## src/rtl/run_pkg.sv

```systemverilog
// Shared types and program table for the run sequencer.
// Base/end addresses are core PC values for each selectable program.
package run_pkg;

  typedef enum logic [1:0] {IDLE, LOAD, RUN, DONE} runState_t;

  localparam int NPROG = 3;

  localparam int PROG0_BASE = 0;
  localparam int PROG0_END  = 6;
  localparam int PROG1_BASE = 460;
  localparam int PROG1_END  = 800;
  localparam int PROG2_BASE = 10;
  localparam int PROG2_END  = 450;

  function automatic logic progValid(input logic [1:0] p);
    return int'(p) < NPROG;
  endfunction

  function automatic int progBase(input logic [1:0] p);
    case (p)
      2'd0:    return PROG0_BASE;
      2'd1:    return PROG1_BASE;
      2'd2:    return PROG2_BASE;
      default: return 0;
    endcase
  endfunction

  function automatic int progEndAddr(input logic [1:0] p);
    case (p)
      2'd0:    return PROG0_END;
      2'd1:    return PROG1_END;
      2'd2:    return PROG2_END;
      default: return 0;
    endcase
  endfunction

endpackage

```

## src/rtl/run_watchdog.sv

```systemverilog
// Saturating RUN-cycle counter; tmoHit flags that this cycle's increment reaches TMO.
// Count updates one cycle after en; no backpressure (clr has priority over en).
module run_watchdog #(
  parameter int             CW  = 16,
  parameter logic [CW-1:0]  TMO = '1
) (
  input  logic          clk,
  input  logic          reset,
  input  logic          clr,
  input  logic          en,
  output logic [CW-1:0] count,
  output logic          tmoHit
);

  logic [CW-1:0] countInc;

  assign countInc = (count == '1) ? count : count + CW'(1);
  assign tmoHit   = en && (countInc == TMO);

  always_ff @(posedge clk or negedge reset) begin
    if (!reset) begin
      count <= '0;
    end else if (clr) begin
      count <= '0;
    end else if (en) begin
      count <= countInc;
    end
  end

endmodule

```

## src/rtl/run_sequencer.sv

```systemverilog
// Host run controller: holds the core, loads the program base, releases it and watches PC for the end.
// go -> busy next cycle; end match -> done next cycle; host_go outside IDLE is dropped, not queued.
module run_sequencer
  import run_pkg::*;
#(
  parameter int            D      = 10,
  parameter int            CW     = 16,
  parameter int            SETTLE = 2,
  parameter logic [CW-1:0] TMO    = 16'hFFFF
) (
  input  logic          clk,
  input  logic          reset,
  input  logic          host_go,
  input  logic [1:0]    host_prog,
  input  logic          host_ack,
  output logic          busy,
  output logic          done,
  output logic          timeout,
  output logic          err,
  output logic [CW-1:0] cycles,
  output logic          core_start,
  output logic [D-1:0]  core_target,
  input  logic [D-1:0]  core_pc
);

  localparam int SW = $clog2(SETTLE + 1);

  runState_t       state;
  logic [1:0]      progReg;
  logic [SW-1:0]   settleCnt;
  logic [D-1:0]    progEnd;
  logic            wdClr;
  logic            wdEn;
  logic            tmoHit;

  assign progEnd = D'(progEndAddr(progReg));
  assign wdClr   = (state == IDLE) && host_go;
  assign wdEn    = (state == RUN);

  run_watchdog #(
    .CW  (CW),
    .TMO (TMO)
  ) uWatchdog (
    .clk    (clk),
    .reset  (reset),
    .clr    (wdClr),
    .en     (wdEn),
    .count  (cycles),
    .tmoHit (tmoHit)
  );

  always_ff @(posedge clk or negedge reset) begin
    if (!reset) begin
      state       <= IDLE;
      progReg     <= 2'd0;
      settleCnt   <= '0;
      core_start  <= 1'b1;
      busy        <= 1'b0;
      done        <= 1'b0;
      timeout     <= 1'b0;
      err         <= 1'b0;
      core_target <= '0;
    end else begin
      case (state)
        IDLE: begin
          if (host_go) begin
            progReg <= host_prog;
            timeout <= 1'b0;
            if (progValid(host_prog)) begin
              core_target <= D'(progBase(host_prog));
              err         <= 1'b0;
              settleCnt   <= SW'(SETTLE - 1);
              busy        <= 1'b1;
              state       <= LOAD;
            end else begin
              // Invalid select: report straight away, the core is never released.
              err   <= 1'b1;
              done  <= 1'b1;
              state <= DONE;
            end
          end
        end
        LOAD: begin
          if (settleCnt == '0) begin
            core_start <= 1'b0;
            state      <= RUN;
          end else begin
            settleCnt <= settleCnt - SW'(1);
          end
        end
        RUN: begin
          // An end match outranks a watchdog hit landing on the same cycle.
          if (core_pc >= progEnd || tmoHit) begin
            timeout    <= !(core_pc >= progEnd);
            core_start <= 1'b1;
            busy       <= 1'b0;
            done       <= 1'b1;
            state      <= DONE;
          end
        end
        DONE: begin
          if (host_ack) begin
            done  <= 1'b0;
            state <= IDLE;
          end
        end
        default: state <= IDLE;
      endcase
    end
  end

endmodule

```

## config.mk

```make
export PLATFORM = sky130hd
export DESIGN_NAME = run_sequencer
export DESIGN_NICKNAME = d
export VERILOG_FILES = /design/src/rtl/run_pkg.sv /design/src/rtl/run_watchdog.sv /design/src/rtl/run_sequencer.sv
export SDC_FILE = /design/constraint.sdc
export NUM_CORES = 1
export LEC_CHECK = 0
export ABC_CLOCK_PERIOD_IN_PS = 2350
export BUFFER_PORTS_ARGS = -buffer_cell sky130_fd_sc_hd__buf_4
export CAP_MARGIN = 20
export CORE_UTILIZATION = 49
export DETAILED_ROUTE_END_ITERATION = 7
export PLACE_DENSITY = 0.85
export SLEW_MARGIN = 5
export SYNTH_ARGS = -nofsm -noshare
export SYNTH_HDL_FRONTEND = slang
export SYNTH_SLANG_ARGS = --single-unit
```

## constraint.sdc

```tcl
create_clock -name clk -period 2.35 [get_ports clk]
set_input_delay 0.705 -clock clk [delete_from_list [all_inputs] [get_ports clk]]
set_output_delay 0.705 -clock clk [all_outputs]
set_load 0.01 [all_outputs]
```

-- Yosys cells after proc, flatten, opt, wreduce, memory -nomap -nowiden
Index checks and enable logic that the tools add are counted.
- add/subtract/negate cells: 2
- $mul: 0
- divide/modulo/power cells: 0
- magnitude comparators: 2
- equal/unequal tests: 16
- shift-type cells: 0
- mux-type cells: 30
- bitwise logic cells: 0
- reduce and logical (&&, ||, !) cells: 20
- operator list (cell ; number):
    $mux W16 ; 3
    $eq A16 B16 Y1 const B ; 2
    $pmux W10 S3 ; 1
    $pmux W9 S2 ; 1
    $add A16 B1 Y16 const B ; 1
    $mux W2 ; 8
    $ne A2 B2 Y1 const B ; 6
    $reduce_and A4 Y1 ; 3
    $mux W1 ; 11
    $ge A10 B10 Y1 ; 1
    $reduce_and A3 Y1 ; 3
    $eq A2 B2 Y1 const B ; 4
    $pmux W2 S4 ; 1
    $reduce_bool A2 Y1 ; 4
    $eq A2 B1 Y1 const B ; 3
    $logic_not A2 Y1 ; 3
    $pmux W1 S2 ; 3
    $reduce_and A5 Y1 ; 1
    $pmux W2 S2 ; 1
    $pmux W1 S3 ; 1
    $reduce_bool A3 Y1 ; 1
    $logic_and A1 B1 Y1 ; 2
    $lt A2 B2 Y1 const B ; 1
    $ne A2 B1 Y1 const B ; 1
    other kinds (4) ; 4
- bits in registers: 37
- bits in latches: 0
- RAM bits: 0
- memory bits (read-only): 0
- input bits: 16
- output and inout port bits: 31
- logic and storage cells: 80
- memories kept: 0

-- Longest topological paths before layout
- word-level depth: 7
- depth in mapped cells: 10
- gate-level depth less buffers: 10

-- Hierarchy
Synthesis repeated with hierarchy kept, for this count alone.
- cells, all modules: 246
- area, all modules: 2235.9 µm²
- by module, submodules not included (module ; instances ; cells an instance ; area an instance (µm²) ; sequential area each (µm²)):
    run_sequencer ; 1 ; 124 ; 1139.8 ; 351.6
    run_watchdog ; 1 ; 122 ; 1096.1 ; 400.4

-- Worst setup path after synthesis
No wires, ideal clock.
- path kind: flip-flop to flip-flop
- start: register uWatchdog.count[0]
- end: register core_start
- library setup time: 82 ps
- arrival time: 2220 ps
- required time: 2268 ps
- slack: 48 ps
- stages on the path, launching flop included: 9
- path buffers: 0
- clock period less this slack: 2302 ps
- path through: dfrtp_1 > ha_1 > nand4_2 > nor2_2 > o221ai_2 > nor4_2 > o2111ai_2 > a21oi_1 > mux2_2
- cells in the longest elaborated chain, start to end: 7
- RTL lines (item ; line ; source):
    start: declaration ; run_watchdog.sv:11 ; output logic [CW-1:0] count,
    start signal: assignment ; run_watchdog.sv:26 ; count <= countInc;
    $add A16 B1 Y16 or $eq A16 B16 Y1 (tied branches) ; run_watchdog.sv:17 ; assign countInc = (count == '1) ? count : count + CW'(1);
    $mux W16 (*) ; run_watchdog.sv:17 ;
    $eq A16 B16 Y1 (*) ; run_watchdog.sv:18 ; assign tmoHit = en && (countInc == TMO);
    $logic_and A1 B1 Y1 (*) ; run_watchdog.sv:18 ;
    $logic_or A1 B1 Y1 (*) ; run_sequencer.sv:93 ; if (core_pc >= progEnd || tmoHit) begin
    $ne A2 B2 Y1 (no source line) (*) ; - ;
    $reduce_and A3 Y1 (no source line) (*) ; - ;
    end signal: assignment ; run_sequencer.sv:57 ; core_start <= 1'b1;
    end signal: assignment ; run_sequencer.sv:85 ; core_start <= 1'b0;
    end signal: assignment ; run_sequencer.sv:95 ; core_start <= 1'b1;
    end: declaration ; run_sequencer.sv:21 ; output logic core_start,
Mark *: on every way between the ends. The rest lies on a longest branch, timed or not.
A chain may end at the register's enable or synchronous reset.

-- Worst setup path in the final report
- start: register progReg[0]
- end: register done
- cells in the longest elaborated chain, start to end: 6
- RTL lines (item ; line ; source):
    start: declaration ; run_sequencer.sv:29 ; logic [1:0] progReg;
    start signal: assignment ; run_sequencer.sv:67 ; progReg <= host_prog;
    $eq A2 B2 Y1 (tied with other cells) ; run_pkg.sv:30 ; case (p)
    $pmux W10 S3 (*) ; run_pkg.sv:30 ;
    $ge A10 B10 Y1 (*) ; run_sequencer.sv:93 ;
    $logic_or A1 B1 Y1 (*) ; run_sequencer.sv:93 ;
    $ne A2 B2 Y1 (no source line) (*) ; - ;
    $reduce_and A5 Y1 (no source line) (*) ; - ;
    end signal: assignment ; run_sequencer.sv:78 ; done <= 1'b1;
    end signal: assignment ; run_sequencer.sv:97 ; done <= 1'b1;
    end signal: assignment ; run_sequencer.sv:103 ; done <= 1'b0;
    end: declaration ; run_sequencer.sv:17 ; output logic done,
Marked as above.

==> summary.txt <==
Worst setup path
  • Arr. time, crit path: 2.49 ns
  • Crit Path Max Fanout: 4
  • Critical path class: reg -> reg
  • Critical Path RT: 2.53 ns
  • CP Capture Type: flip-flop
  • Worst setup SP type: flip-flop
  • Critical Path Start: progReg[0]
  • R2R Path Start: progReg[0]

Synthesis
  • Area of the mapped netlist: 2163 um2
  • Cells after Synth: 228
  • Post-synthesis sequential area ratio: 34.76%
  • Async S/R FF share, synth: 100.0%
  • Synth Area per Inst: 9.488 um2
  • Post-synth EDFFs: 0
  • Synth unique cells: 55
  • Flops & latches, synth: 30
  • Main flop type after synthesis: dfrtp_1
  • Ys Warns: 0

Routing
  • First-pass DRT Iterations: 4
  • Vias per inst: 5.591
  • DRC viols: 0
  • Via Count: 1,884
  • First DRT Iteration DRCs: 79
  • Wire per inst: 14.93 um
  • Detail Route Antenna Nets: 0
  • Final WL: 5031 um

Layout
  • Layout area overhead: 26.32%
  • Layout cell share with drive strength beyond 1: 34.15%
  • Diodes inserted: 0
  • Layout Nets: 321
  • Most common cell after layout, fill and taps aside: buf_4
  • Most frequent cells in the layout: buf_4, dfrtp_1, nand2_1

Timing
  • Setup TNS: 0 ns
  • RSZ-0062 raised after global routing: true
  • Final min period: 2.307 ns
  • Final hold viol count: 0
  • Tightest hold margin: 0.3319 ns
  • Clock Skew: 0.006802 ns
  • Fmax: 0.4334 GHz
  • Slew HR: 64.34%
  • Slew Limit Fails: 0
  • Worst-Margin Slew: 0.5348 ns
  • Final Cycle Share: 98.19%
  • Setup Viol. Count Final: 0

Global routing
  • Vias in the first global route: 1,837
  • GRT Overall Usage: 23.92%
  • First-pass GRT wire length: 8259 um
  • Largest net degree at the start of global routing: 31
  • Initial antenna violation count: 0
  • Remaining Overflow, GRT: 0

Place
  • HPWL Detailed: 3664 um
  • GP Congestion: 0.8402
  • IO buf count: 42

Floorplanning
  • Starting Density: 52.57%
  • Core ar.: 4115 um2
  • I/O pin total: 47
  • DIE HEIGHT: 68.45 um
  • FP Rows: 23
  • Die area: 4685 um2
  • Overall die width: 68.45 um

CTS
  • Clk sink count: 30
  • Clk slew on worst S/H paths: 0.07 ns
  • Root buffer cell: clkbuf_8
  • CTS tree: yes
  • CTS Buf Count: 5
  • CTS Buffer Depth: 2
  • Htree depth: 2
  • Clk_lat worst skew: 0.29 ns

Power
  • Worst IR Drop VDD: 501.2 uV
  • Cell area power density: 965.7 nW/um2
  • Lkg Pwr: 0.001376 uW

Flow run
  • Max-cap violations: 0

Status
  • Status: finished clean

Hold path
  • Hold Crit Class: in -> async
==> final timing paths <==
path,endpoint,slack (ns),depth (start not counted)
setup / recovery,done,0.04,10
hold / removal,uWatchdog.count[2],0.33,1
setup reg to reg,done,0.04,10
hold reg to reg,timeout,0.49,1
max in group asynchronous,core_start,1.71,1
min in group clk,timeout,0.49,1
==> layout make-up <==
| cell class | instances | area, um2 |
|---|---|---|
| clock buffer | 5 | 68.82 |
| timing repair buffer | 62 | 465.4 |
| sequential | 30 | 752.0 |
| inverter | 20 | 75.07 |
| clock inverter | 3 | 40.04 |
| fill | 326 | 1383 |
| multi-input combinational | 167 | 1269 |
| tap | 50 | 62.56 |
==> worst max-delay path: stages (launching register included) <==
cell,delay [ns]
dfrtp_1,0.41
inv_2,0.08
ha_1,0.14
inv_1,0.04
ha_1,0.19
o31a_1,0.25
a311o_1,0.34
a21oi_2,0.13
o21a_1,0.20
nand2_1,0.09
a311o_1,0.31
==> what timing repair did <==
| item | CTS | global route |
|---|---|---|
| setup endpoints to repair | 1 | 12 |
| resized for setup | 2 | 6 |
| hold buffers | 0 | 0 |
| buffers inserted | 1 | 3 |
| pin swaps | 2 | 2 |
==> synthesized netlist by cell type (4+ instances only) <==
master,instances,area share (%)
ha_1,19,11
xor2_1,9,3.6
buf_4,7,2.4
nand2_1,22,3.8
o21ai_0,6,1.4
dfrtp_1,29,34
mux2i_1,6,2.8
inv_1,20,3.5
mux2_2,4,2.1
nand4_1,6,1.7
nand3_1,6,1.4
nor2_1,21,3.6
buf_6,4,2.1
a21oi_1,9,2.1
==> stage by stage <==
stage | setup slack [ns] | area, um2 | util (%) | std cells | total power [uW]
final | 0.04262 | 2733 | 66.40 | 337 | 2639
after global routing | -0.03926 | 2733 | 66.40 | 337 | 2833
after CTS | 0.009758 | 2680 | 65.13 | 334 | 2611
after detailed placement | -0.1658 | 2564 | 62.30 | 325 | 2062
after global placement | -0.07323 | 2564 | 62.30 | 325 | 1991
after floorplan | 0.04814 | 2175 | - | 231 | 1657
==> registers in the layout (all words and copies together) (netlist names) <==
register,flops
uWatchdog.count,16
core_target,3
progReg,2
settleCnt,2
state,2
busy,1
core_start,1
done,1
err,1
timeout,1
==> per-layer routing <==
| metal | vias to the layer above | GRT usage [%] | routed length [um] |
|---|---|---|---|
| met4 | 0 | 10.94 | 170 |
| met2 | 63 | 42.16 | 2505 |
| met5 | - | 0 | 0 |
| li1 | 901 | - | - |
| met1 | 904 | 27.27 | 2101 |
| met3 | 16 | 5.167 | 253 |
==> report_power, final <==
| part | leakage, uW | internal (uW) | switching (uW) |
|---|---|---|---|
| clock network | 0.0000579 | 312 | 217 |
| registers | 0.000390 | 661 | 113 |
| logic | 0.000927 | 626 | 710 |
| total | 0.00138 | 1600 | 1040 |
==> cell families after synthesis <==
family | after synthesis | synth area share, %
xor gates and xnor gates | 12 | 4.859
buffers and inverters | 34 | 8.502
AOI/OAI and AO/OA | 38 | 12.84
DFF | 30 | 34.76
adders and majority gates | 19 | 10.99
muxes | 10 | 4.858
and+or+nand+nor | 84 | 23.02
other | 1 | 0.1733
No activity file was read; power rests on OpenSTA's default activity.
